==> src/rtl/erasure_locator_engine.sv <==
`default_nettype none
// ============================================================================
// Module      : erasure_locator_engine
// Description : Builds the Reed-Solomon erasure locator polynomial
//               Lambda(x) = prod(1 + X_k x) over GF(2^SYM_W), then streams
//               its coefficients out over a valid/ready handshake.
// Revision    : 1.0 - initial release
// ============================================================================
module erasure_locator_engine #(
    parameter int               SYM_W    = 8,
    parameter int               MAX_ERAS = 16,
    parameter int               CNT_W    = 5,
    parameter logic [SYM_W:0]   POLY     = 9'h11D
) (
    input  logic                clock,
    input  logic                reset,
    input  logic                start,
    input  logic [CNT_W-1:0]    num_erasures,
    input  logic                in_valid,
    output logic                in_ready,
    input  logic [SYM_W-1:0]    in_locator,
    output logic                busy,
    output logic                done,
    output logic                overflow,
    output logic [CNT_W-1:0]    degree,
    input  logic                read_start,
    output logic                coef_valid,
    input  logic                coef_ready,
    output logic [SYM_W-1:0]    coef_data,
    output logic [CNT_W-1:0]    coef_idx,
    output logic                coef_last
);

    localparam logic [CNT_W-1:0] c_MAX_ERAS = CNT_W'(MAX_ERAS);
    localparam logic [CNT_W-1:0] c_ONE      = CNT_W'(1);

    typedef enum logic [2:0] {
        S_IDLE    = 3'd0,
        S_COLLECT = 3'd1,
        S_UPDATE  = 3'd2,
        S_DONE    = 3'd3,
        S_READ    = 3'd4
    } state_t;

    state_t             r_state;
    state_t             w_next;

    logic [SYM_W-1:0]   r_lambda [0:MAX_ERAS];
    logic [SYM_W-1:0]   r_x;
    logic [CNT_W-1:0]   r_cnt;
    logic [CNT_W-1:0]   r_num;
    logic [CNT_W-1:0]   r_i;
    logic [CNT_W-1:0]   r_idx;
    logic [CNT_W-1:0]   r_degree;
    logic               r_done;
    logic               r_overflow;

    logic               w_start_acc;
    logic               w_start_short;
    logic               w_upd_last;
    logic               w_finish;
    logic [CNT_W-1:0]   w_cnt_inc;
    logic [SYM_W-1:0]   w_prod;

    // Shift-and-add multiply, reducing by POLY each time the top bit falls out.
    function automatic logic [SYM_W-1:0] gf_mul(input logic [SYM_W-1:0] a,
                                                input logic [SYM_W-1:0] b);
        logic [SYM_W-1:0] acc;
        logic [SYM_W-1:0] sh;
        acc = '0;
        sh  = a;
        for (int k = 0; k < SYM_W; k++) begin
            if (b[k])
                acc = acc ^ sh;
            if (sh[SYM_W-1])
                sh = (sh << 1) ^ POLY[SYM_W-1:0];
            else
                sh = sh << 1;
        end
        return acc;
    endfunction

    assign w_start_acc   = start && (r_state == S_IDLE || r_state == S_DONE);
    assign w_start_short = (num_erasures == '0) || (num_erasures > c_MAX_ERAS);
    assign w_cnt_inc     = r_cnt + c_ONE;
    assign w_upd_last    = (r_state == S_UPDATE) && (r_i == c_ONE);
    assign w_finish      = w_upd_last && (w_cnt_inc == r_num);
    // Single shared multiplier; r_i >= 1 whenever the product is consumed.
    assign w_prod        = gf_mul(r_x, r_lambda[r_i - c_ONE]);

    always_ff @(posedge clock) begin
        if (reset)
            r_state <= S_IDLE;
        else
            r_state <= w_next;
    end

    always_comb begin
        w_next     = r_state;
        in_ready   = 1'b0;
        busy       = 1'b1;
        coef_valid = 1'b0;
        coef_data  = '0;
        coef_idx   = '0;
        coef_last  = 1'b0;
        case (r_state)
            S_IDLE: begin
                busy = 1'b0;
                if (start)
                    w_next = w_start_short ? S_DONE : S_COLLECT;
            end
            S_COLLECT: begin
                in_ready = 1'b1;
                if (in_valid)
                    w_next = S_UPDATE;
            end
            S_UPDATE: begin
                if (w_upd_last)
                    w_next = w_finish ? S_DONE : S_COLLECT;
            end
            S_DONE: begin
                busy = 1'b0;
                if (start)
                    w_next = w_start_short ? S_DONE : S_COLLECT;
                else if (read_start)
                    w_next = S_READ;
            end
            S_READ: begin
                coef_valid = 1'b1;
                coef_data  = r_lambda[r_idx];
                coef_idx   = r_idx;
                coef_last  = (r_idx == r_degree);
                if (coef_ready && (r_idx == r_degree))
                    w_next = S_DONE;
            end
            default: w_next = S_IDLE;
        endcase
    end

    always_ff @(posedge clock) begin
        if (reset) begin
            for (int k = 0; k <= MAX_ERAS; k++)
                r_lambda[k] <= (k == 0) ? SYM_W'(1) : '0;
            r_x        <= '0;
            r_cnt      <= '0;
            r_num      <= '0;
            r_i        <= '0;
            r_idx      <= '0;
            r_degree   <= '0;
            r_done     <= 1'b0;
            r_overflow <= 1'b0;
        end else begin
            r_done <= 1'b0;
            if (w_start_acc) begin
                for (int k = 0; k <= MAX_ERAS; k++)
                    r_lambda[k] <= (k == 0) ? SYM_W'(1) : '0;
                r_cnt      <= '0;
                r_degree   <= '0;
                r_num      <= num_erasures;
                r_overflow <= (num_erasures > c_MAX_ERAS);
                r_done     <= w_start_short;
            end else begin
                if (r_state == S_COLLECT && in_valid) begin
                    r_x <= in_locator;
                    r_i <= w_cnt_inc;
                end
                // Descending index keeps lambda[i-1] un-updated when it is read.
                if (r_state == S_UPDATE) begin
                    r_lambda[r_i] <= r_lambda[r_i] ^ w_prod;
                    r_i           <= r_i - c_ONE;
                    if (w_upd_last)
                        r_cnt <= w_cnt_inc;
                    if (w_finish) begin
                        r_done   <= 1'b1;
                        r_degree <= r_num;
                    end
                end
                if (r_state == S_DONE && read_start)
                    r_idx <= '0;
                if (r_state == S_READ && coef_ready)
                    r_idx <= r_idx + c_ONE;
            end
        end
    end

    assign done     = r_done;
    assign overflow = r_overflow;
    assign degree   = r_degree;

endmodule
`default_nettype wire

==> config.mk <==
export PLATFORM = sky130hd
export DESIGN_NAME = erasure_locator_engine
export DESIGN_NICKNAME = d
export VERILOG_FILES = /design/src/rtl/erasure_locator_engine.sv
export SDC_FILE = /design/constraint.sdc
export NUM_CORES = 1
export LEC_CHECK = 0
export ABC_AREA = 0
export BUFFER_PORTS_ARGS = -buffer_cell sky130_fd_sc_hd__buf_2
export CAP_MARGIN = 20
export CORE_MARGIN = 2
export CORE_UTILIZATION = 30
export CTS_CLUSTER_SIZE = 25
export DETAILED_ROUTE_END_ITERATION = 12
export SYNTH_ARGS = -nofsm -noshare
export SYNTH_HDL_FRONTEND = slang
export SYNTH_SLANG_ARGS = --single-unit
==> constraint.sdc <==
create_clock -name clock -period 5.1 [get_ports clock]
set_clock_uncertainty 0.15 [all_clocks]
set_input_delay 1.02 -clock clock [delete_from_list [all_inputs] [get_ports clock]]
set_output_delay 1.02 -clock clock [all_outputs]
set_load 0.05 [all_outputs]
==> impl_table.tex, run 1 <==
\begin{tabular}{lr}
\hline
Metric & Value \\
\hline
\multicolumn{2}{l}{\textbf{Detailed routing}} \\
\quad Starting DRT DRC Count & 2166 \\
\quad Post-Route WL & 60.49 mm \\
\quad Average routed wire per standard cell & 26.85 µm \\
\quad DRC errors left & 0 \\
\quad Post-detailed-route count of antenna-violating nets & 0 \\
\quad Routed via count & 13100 \\
\quad Drt via density & 5.814 \\
\quad First-pass iteration count of the detailed router & 6 \\
\multicolumn{2}{l}{\textbf{Flow run}} \\
\quad \# Max-Cap Violations & 0 \\
\multicolumn{2}{l}{\textbf{GRT}} \\
\quad Wire length of the first global-routing pass & 87.63 mm \\
\quad Total congestion overflow after global routing & 0 \\
\quad Number of antenna violations at the first check in global routing & 1 \\
\quad Pin count of the biggest net entering global routing & 65 \\
\quad Overall fraction of global-route tracks in use & 18.61\% \\
\quad Vias in the first global route & 12900 \\
\multicolumn{2}{l}{\textbf{Place}} \\
\quad Post-placement cell count & 2185 \\
\quad Quantity of I/O buffers inserted on ports & 42 \\
\quad Standard cell area after detailed placement & 20070 µm² \\
\quad Detailed-placement wirelength estimate & 42.30 mm \\
\quad RD Place Congestion & 0.9904 \\
\multicolumn{2}{l}{\textbf{Synthesis}} \\
\quad Synth Instances & 1354 \\
\quad Fraction of the yosys area taken by sequential cells & 45.88\% \\
\quad Number of enable flip-flop cells after synthesis & 256 \\
\quad Distinct cell type count after synthesis & 88 \\
\quad Synthesized netlist net count & 1381 \\
\quad Summed instance area of the synthesized netlist & 18850 µm² \\
\quad Post-synthesis area per instance & 13.92 µm² \\
\quad Dominant synthesized flop cell & edfxtp\_1 \\
\quad Synth async-reset ratio & 0\% \\
\quad YS warnings & 0 \\
\quad Flip-flop and latch count after synthesis & 304 \\
\multicolumn{2}{l}{\textbf{Die}} \\
\quad Die area & 64850 µm² \\
\quad Die width & 254.7 µm \\
\quad Row cnt & 91 \\
\quad Height of the die & 254.7 µm \\
\quad I/O pin cnt & 43 \\
\quad Starting utilization of the core area & 30.43\% \\
\quad Total core area & 61940 µm² \\
\multicolumn{2}{l}{\textbf{Timing}} \\
\quad Worst Tran Pin Value & 1137 ps \\
\quad Post-route fraction of the period consumed by the critical path & 95.62\% \\
\quad Final-layout setup total negative slack & 0 ps \\
\quad Hold violation total from the final report & 0 \\
\quad Tightest slew margin relative to the limit & 23.91\% \\
\quad Final critical-path required period & 4877 ps \\
\quad Highest clock rate & 0.2051 GHz \\
\quad Setup violations, final & 0 \\
\quad Total count of max-transition violations in the final report & 0 \\
\quad Unrepaired setup endpoints after global routing & no \\
\multicolumn{2}{l}{\textbf{Setup path}} \\
\quad Cell count along the critical path & 13 \\
\quad Data required time at the worst endpoint & 5230 ps \\
\quad Worst r2r path cells & 13 \\
\quad CP Capture Type & flip-flop \\
\quad Category of the critical setup timing path & flip-flop to flip-flop \\
\quad Worst EP arrival & 5000 ps \\
\quad Slowest stage delay, CP & 560 ps \\
\quad Crit path max fanout & 16 \\
\quad Worst path top cell family by delay & multiplexers \\
\quad Critical Path Slowest Stage Cell & ha\_4 \\
\quad Startpoint of the worst-slack reg-to-reg timing path & r\_i[1]\$\_SDFFE\_PP0P\_ \\
\quad Crit path buf inv count & 4 \\
\quad Crit path launch & r\_i[1]\$\_SDFFE\_PP0P\_ \\
\quad Worst path cell trace & inv\_1 > ha\_4 > clkbuf\_16 > mux4\_2 > mux4\_2 > o211ai\_2 > buf\_4 > mux2\_1 > o21ai\_1 > xor2\_1 > xnor3\_2 > buf\_4 > nor2\_1 \\
\quad Sort of element at the start of the critical path & flip-flop \\
\multicolumn{2}{l}{\textbf{Clock network}} \\
\quad Clock tree buffer depth & 3 \\
\quad Worst skew pair latency & 550 ps \\
\quad Clk root buf & clkbuf\_16 \\
\quad TritonCTS buffer count & 36 \\
\quad Clock sink count & 304 \\
\quad TritonCTS clock tree & done \\
\quad \# H-tree levels & 2 \\
\quad Clock transition at path regs & 60 ps \\
\quad Hold-fix buffers, CTS & 0 \\
\multicolumn{2}{l}{\textbf{Cells and area}} \\
\quad Layout Utilization & 34.41\% \\
\quad Layout cell share with drive strength beyond 1 & 31.45\% \\
\quad Synthesis-to-layout area growth & 13.06\% \\
\quad Fillers & 6005 \\
\quad Final net count & 1418 \\
\quad Post-route insts no fill & 2253 \\
\quad Post-Layout Inst Area & 21310 µm² \\
\multicolumn{2}{l}{\textbf{Outcome}} \\
\quad Run status & finished clean \\
\multicolumn{2}{l}{\textbf{Hold path}} \\
\quad Cells on Worst Hold Path & 2 \\
\quad Class of the most critical hold timing path & flip-flop to flip-flop \\
\quad HP Start & r\_cnt[1]\$\_SDFFE\_PP0P\_ \\
\hline
\end{tabular}
==> per-layer routing <==
| layer | track usage (%) | share of wire [%] | vias to the layer above |
|---|---|---|---|
| met2 | 28.75 | 46 | 858 |
| met4 | 7.987 | 4.6 | 0 |
| li1 | - | - | 5358 |
| met5 | 0 | 0 | - |
| met3 | 3.582 | 10 | 131 |
| met1 | 25.61 | 39 | 6751 |
==> sequential cells by signal, indices dropped and copies added (netlist names), named ones only <==
register / cells
r_i: 5
degree: 5
r_cnt: 5
done: 1
r_x: 8
overflow: 1
r_num: 5
r_state: 3
r_lambda: 256
r_idx: 5
==> area by class of cell <==
| type | count | area, µm² | area share (%) |
|---|---|---|---|
| Antenna cell | 1 | 2.502 | 0.01174 |
| Timing Repair Buffer | 113 | 842.1 | 3.951 |
| Multi-Input combinational cell | 913 | 9495 | 44.56 |
| Clock buffer | 47 | 984.7 | 4.621 |
| Sequential cell | 304 | 8667 | 40.67 |
| Clock inverter | 15 | 185.2 | 0.8690 |
| Tap cell | 837 | 1047 | 4.914 |
| Inverter | 23 | 86.33 | 0.4051 |
==> placed cells by master, fill, tap and decap left out, drive strengths merged, types with 3 or more instances in the layout <==
cell type / netlist / routed
xnor3: 13 / 13
o211ai: 6 / 6
nand3: 17 / 17
or2: 6 / 6
nand2: 96 / 96
a211oi: 10 / 10
nand4: 6 / 6
xor2: 25 / 25
nor2: 228 / 228
ha: 8 / 8
clkinv: 2 / 11
clkbuf: 52 / 48
a221oi: 3 / 3
or3: 3 / 3
buf: 60 / 112
a2111oi: 3 / 3
bufinv: 0 / 4
o21ai: 13 / 13
nor2b: 11 / 11
a21oi: 36 / 36
dfxtp: 48 / 48
xnor2: 46 / 46
nor4: 3 / 3
mux2: 10 / 10
nand2b: 5 / 5
nor3: 18 / 18
o31ai: 3 / 3
mux2i: 36 / 36
o22ai: 11 / 11
inv: 21 / 21
edfxtp: 256 / 256
and2: 13 / 13
a22oi: 6 / 6
and3b: 3 / 3
mux4: 225 / 225
nor3b: 6 / 6
nor4bb: 3 / 3
and3: 8 / 8
nand3b: 4 / 4
==> tightest hold or removal path: cells and delay by family (launching register included) <==
family          cells  cell delay (ps)
compound gates      1               60
flops               1              330
simple gates        1               70
==> Yosys cell counts, types with 10 or more instances <==
| master | instances | area [µm²] |
|---|---|---|
| a21oi_1 | 36 | 180.2 |
| clkbuf_1 | 52 | 195.2 |
| a211oi_1 | 10 | 75.07 |
| xnor2_1 | 44 | 385.4 |
| nor2b_1 | 11 | 68.82 |
| dfxtp_1 | 48 | 960.9 |
| o21ai_0 | 10 | 50.05 |
| mux4_1 | 11 | 289.0 |
| buf_2 | 22 | 110.1 |
| nor3_1 | 18 | 90.09 |
| inv_1 | 13 | 48.80 |
| edfxtp_1 | 256 | 7687 |
| nand3_1 | 17 | 85.08 |
| and2_1 | 12 | 75.07 |
| mux2i_1 | 34 | 340.3 |
| nor2_1 | 210 | 788.3 |
| buf_4 | 15 | 112.6 |
| mux4_2 | 213 | 4797 |
| xor2_1 | 23 | 201.4 |
| buf_6 | 13 | 146.4 |
| nand2_1 | 94 | 352.8 |
| nor2_2 | 18 | 112.6 |
| o22ai_1 | 11 | 68.82 |
==> stage by stage <==
| step | setup slack [ps] | hold slack (ps) |
|---|---|---|
| floorplan | 75.82 | 316.2 |
| global placement | 283.3 | 326.8 |
| detailed placement | 195.1 | 332.1 |
| CTS | 171.9 | 351.7 |
| global route | 33.32 | 390.4 |
| finish | 223.3 | 350.8 |
==> repair_timing <==
item / in CTS / in global routing
resized for setup: 0 / 1
endpoints found under the setup margin: 0 / 34
buffers inserted: 0 / 1
==> logic make-up (layout without fill, tap and decap cells) <==
logic type	after synthesis	count (layout)	share of synthesized area [%]
flip-flops	304	304	45.88
XOR/XNOR	84	84	5.098
other	0	1	0
AO/OA/AOI/OAI	113	113	4.228
multiplexers	271	271	29.71
adder cells (fa/ha/maj)	8	8	0.5311
buffers and inverters	137	198	3.850
AND/OR/NAND/NOR	437	437	10.70
==> final timing paths <==
| check | end | slack (ps) |
|---|---|---|
| max | r_lambda[10][3]$_SDFFCE_PN0P_ | 220 |
| min | r_cnt[1]$_SDFFE_PP0P_ | 350 |
| max reg2reg | r_lambda[10][3]$_SDFFCE_PN0P_ | 220 |
| min reg2reg | r_cnt[1]$_SDFFE_PP0P_ | 350 |
Power of run 1 is not shown: default switching activity piles up to over one toggle a cycle in this logic, so the estimate is an artifact.
==> run 2: changes to the inputs <==
--- a/config.mk
+++ b/config.mk
@@ -10,6 +10,7 @@
 export CAP_MARGIN = 20
 export CORE_MARGIN = 2
 export CORE_UTILIZATION = 30
+export CTS_CLUSTER_DIAMETER = 30
 export CTS_CLUSTER_SIZE = 25
 export DETAILED_ROUTE_END_ITERATION = 12
 export SYNTH_ARGS = -nofsm -noshare
==> constraint.sdc (replaced) <==
create_clock -name clock -period 5.2 [get_ports clock]
set_clock_uncertainty 0.15 [all_clocks]
set_input_delay 1.04 -clock clock [delete_from_list [all_inputs] [get_ports clock]]
set_output_delay 1.04 -clock clock [all_outputs]
set_load 0.05 [all_outputs]
==> run 2 against run 1 <==
  * Non-clock buffer count rose by 5
  * Core utilization up 2.0 points
  * Register-to-register slack worse by 90 ps
  * Hold slack got worse by 3.2 ps
  * Via count rose by 2.3%
  * First-iteration DRC count is 15% lower
  * Global-route usage up 0.72 points
  * Worst setup slack got worse by 86 ps
  * Count of clock-buffer cells in the layout rose by 35
  * Final cell count grew 3.1%
  * Sequential share of layout area shrank 2.2 points
  * Maximum frequency down 3.7%
==> impl_table.tex, run 2 (same netlist as run 1, synthesis figures left out) <==
\begin{tabular}{lr}
\hline
Metric & Value \\
\hline
\multicolumn{2}{l}{\textbf{GRT}} \\
\quad Met1 Use GR & 25.09\% \\
\quad Met3 global-route usage & 5.226\% \\
\quad Most crowded layer after global routing & met2 \\
\quad M2 GR Usage & 30.03\% \\
\quad Number of antenna violations at the first check in global routing & 0 \\
\quad Wire length of the first global-routing pass & 90.59 mm \\
\quad Overall fraction of global-route tracks in use & 19.33\% \\
\quad Pin count of the biggest net entering global routing & 59 \\
\quad Total congestion overflow after global routing & 0 \\
\quad Vias in the first global route & 13480 \\
\multicolumn{2}{l}{\textbf{Die}} \\
\quad I/O pin cnt & 43 \\
\quad Row cnt & 91 \\
\quad Die width & 254.7 µm \\
\quad Height of the die & 254.7 µm \\
\quad Total core area & 61940 µm² \\
\quad Starting utilization of the core area & 30.43\% \\
\quad Die area & 64850 µm² \\
\multicolumn{2}{l}{\textbf{Setup path}} \\
\quad Crit path max fanout & 21 \\
\quad Slowest stage delay, CP & 700 ps \\
\quad Worst path top cell family by delay & multiplexers \\
\quad Startpoint of the worst-slack reg-to-reg timing path & r\_i[1]\$\_SDFFE\_PP0P\_ \\
\quad Sort of element at the start of the critical path & flip-flop \\
\quad Endpoint of the worst register-to-register path & r\_lambda[9][4]\$\_SDFFCE\_PN0P\_ \\
\quad Worst path cell trace & inv\_1 > ha\_4 > buf\_4 > mux4\_1 > mux2\_2 > mux4\_2 > or3\_1 > a21oi\_1 > a21oi\_1 > xnor3\_2 > xnor2\_4 > buf\_4 > nor2\_1 \\
\quad Data required time at the worst endpoint & 5360 ps \\
\quad CP Capture Type & flip-flop \\
\quad Reg2Reg Setup Slack & 140 ps \\
\quad Crit path buf inv count & 3 \\
\quad Worst EP arrival & 5230 ps \\
\quad Worst r2r path cells & 13 \\
\quad Category of the critical setup timing path & flip-flop to flip-flop \\
\quad Critical Path Slowest Stage Cell & mux4\_2 \\
\multicolumn{2}{l}{\textbf{Clock network}} \\
\quad Clock sink count & 304 \\
\quad Clock tree buffer depth & 3 \\
\quad Clock transition at path regs & 50 ps \\
\quad Clk root buf & clkbuf\_16 \\
\quad TritonCTS clock tree & done \\
\quad \# H-tree levels & 3 \\
\quad Worst skew pair latency & 600 ps \\
\quad TritonCTS buffer count & 72 \\
\multicolumn{2}{l}{\textbf{Place}} \\
\quad Worst Setup Slack post-DPL & -8.139 ps \\
\quad RD Place Congestion & 0.9566 \\
\quad Detailed-placement wirelength estimate & 42.91 mm \\
\quad Post-placement cell count & 2188 \\
\quad Quantity of I/O buffers inserted on ports & 42 \\
\multicolumn{2}{l}{\textbf{Timing}} \\
\quad Worst Tran Pin Value & 1175 ps \\
\quad Tightest slew margin relative to the limit & 21.40\% \\
\quad Hold violation total from the final report & 0 \\
\quad Final critical-path required period & 5063 ps \\
\quad Setup violations, final & 0 \\
\quad Unrepaired setup endpoints after global routing & no \\
\quad Post-route fraction of the period consumed by the critical path & 97.36\% \\
\quad Worst Setup Slack, final & 137.0 ps \\
\quad Total count of max-transition violations in the final report & 0 \\
\quad Highest clock rate & 0.1975 GHz \\
\multicolumn{2}{l}{\textbf{Detailed routing}} \\
\quad Post-Route WL & 62.13 mm \\
\quad First-pass iteration count of the detailed router & 5 \\
\quad Drt via density & 5.767 \\
\quad Routed via count & 13400 \\
\quad Starting DRT DRC Count & 1848 \\
\quad Post-detailed-route count of antenna-violating nets & 0 \\
\quad DRC errors left & 0 \\
\quad Average routed wire per standard cell & 26.75 µm \\
\multicolumn{2}{l}{\textbf{Hold path}} \\
\quad HP Start & overflow\$\_SDFFE\_PP0P\_ \\
\quad Terminating pin of the worst hold path & overflow\$\_SDFFE\_PP0P\_ \\
\quad Cells on Worst Hold Path & 2 \\
\quad Class of the most critical hold timing path & flip-flop to flip-flop \\
\multicolumn{2}{l}{\textbf{Cells and area}} \\
\quad Final net count & 1459 \\
\quad Post-route insts no fill & 2323 \\
\quad Fillers & 5887 \\
\quad Synthesis-to-layout area growth & 19.65\% \\
\quad Sequential cell area & 8667 µm² \\
\quad Regs by FF count & r\_lambda (256), r\_x (8) \\
\quad Flip-flop count of the largest register, all copies and words added & 256 \\
\quad Layout cell share with drive strength beyond 1 & 34.86\% \\
\quad Largest register by flop count & r\_lambda \\
\quad Most common library cell in the layout ignoring fill and taps & edfxtp\_1 \\
\quad Number of diodes & 0 \\
\quad Area occupied by multi-input gates & 9520 µm² \\
\quad Most used cells in the layout excluding fill and tap cells & edfxtp\_1 (256), mux4\_2 (213), nor2\_1 (210) \\
\multicolumn{2}{l}{\textbf{Flow run}} \\
\quad \# Max-Cap Violations & 0 \\
\multicolumn{2}{l}{\textbf{Outcome}} \\
\quad Run status & finished clean \\
\hline
\end{tabular}
-- run 2: cell count changes in the layout (fill, tap and decap cells not counted), moves of 3 or more --
cell	delta
inv_6	+6
clkbuf_16	+34
buf_4	+9
clkinv_2	+10
bufinv_16	+3
clkinvlp_4	+5
clkinv_4	+6
buf_6	-4
-- run 2: worst reg2reg max path, delay by kind of cell (launching register included) --
family,cells,cell delay (ps)
mux,3,1350
xor+xnor,2,750
buf+inv,3,730
simple gates,2,550
flops,1,520
fa+ha+maj,1,480
compound gates,2,250
-- run 2: metrics by stage --
| stage | utilization (%) | TNS, ps | cell area [µm²] | hold WS [ps] |
|---|---|---|---|---|
| 6_report | 36.41 | 0 | 22550 | 347.7 |
| 5_1_grt | 36.41 | 0 | 22550 | 386.4 |
| 4_1_cts | 36.25 | 0 | 22450 | 343.9 |
| 3_5_place_dp | 32.39 | -119.8 | 20060 | 338.1 |
| 3_3_place_gp | 32.39 | 0 | 20060 | 323.8 |
| 2_1_floorplan | - | 0 | 18850 | 316.2 |
-- run 2: how the worst max path moves through the flow --
stage,slack (ps),endpoint,startpoint,depth (start not counted)
6_report,140,r_lambda[9][4]$_SDFFCE_PN0P_,r_i[1]$_SDFFE_PP0P_,13
3_5_place_dp,-8,r_lambda[27][5]$_DFFE_PP_,r_i[1]$_SDFFE_PP0P_,11
3_3_place_gp,60,r_lambda[17][5]$_DFFE_PP_,r_i[1]$_SDFFE_PP0P_,11
5_1_grt,10,r_lambda[10][4]$_SDFFCE_PN0P_,r_i[1]$_SDFFE_PP0P_,13
4_1_cts,70,r_lambda[6][4]$_SDFFCE_PN0P_,r_i[1]$_SDFFE_PP0P_,13
2_1_floorplan,180,r_lambda[17][4]$_DFFE_PP_,r_i[0]$_SDFFE_PP0P_,18
-- run 2: final cells by class --
class	count	share of cell area [%]
multi-input combinational	913	42.21
sequential	304	38.43
clock buffer	82	8.338
tap	837	4.643
timing repair buffer	118	3.789
clock inverter	46	2.208
inverter	23	0.3828
-- run 2: layer usage --
layer	share of wire, %	up-vias	wire, µm
li1	-	5463	-
met1	38	6887	23580
met2	46	883	28840
met3	11	163	6910
met4	4.5	0	2800
met5	0	-	0
-- run 2: repair_timing --
item | CTS | global route
buffers inserted | 0 | 6
hold buffers | 0 | 0
pin swaps | 0 | 2
gates resized for setup | 1 | 2
setup endpoints to repair | 15 | 115
Power of run 2 is left out for the same reason.
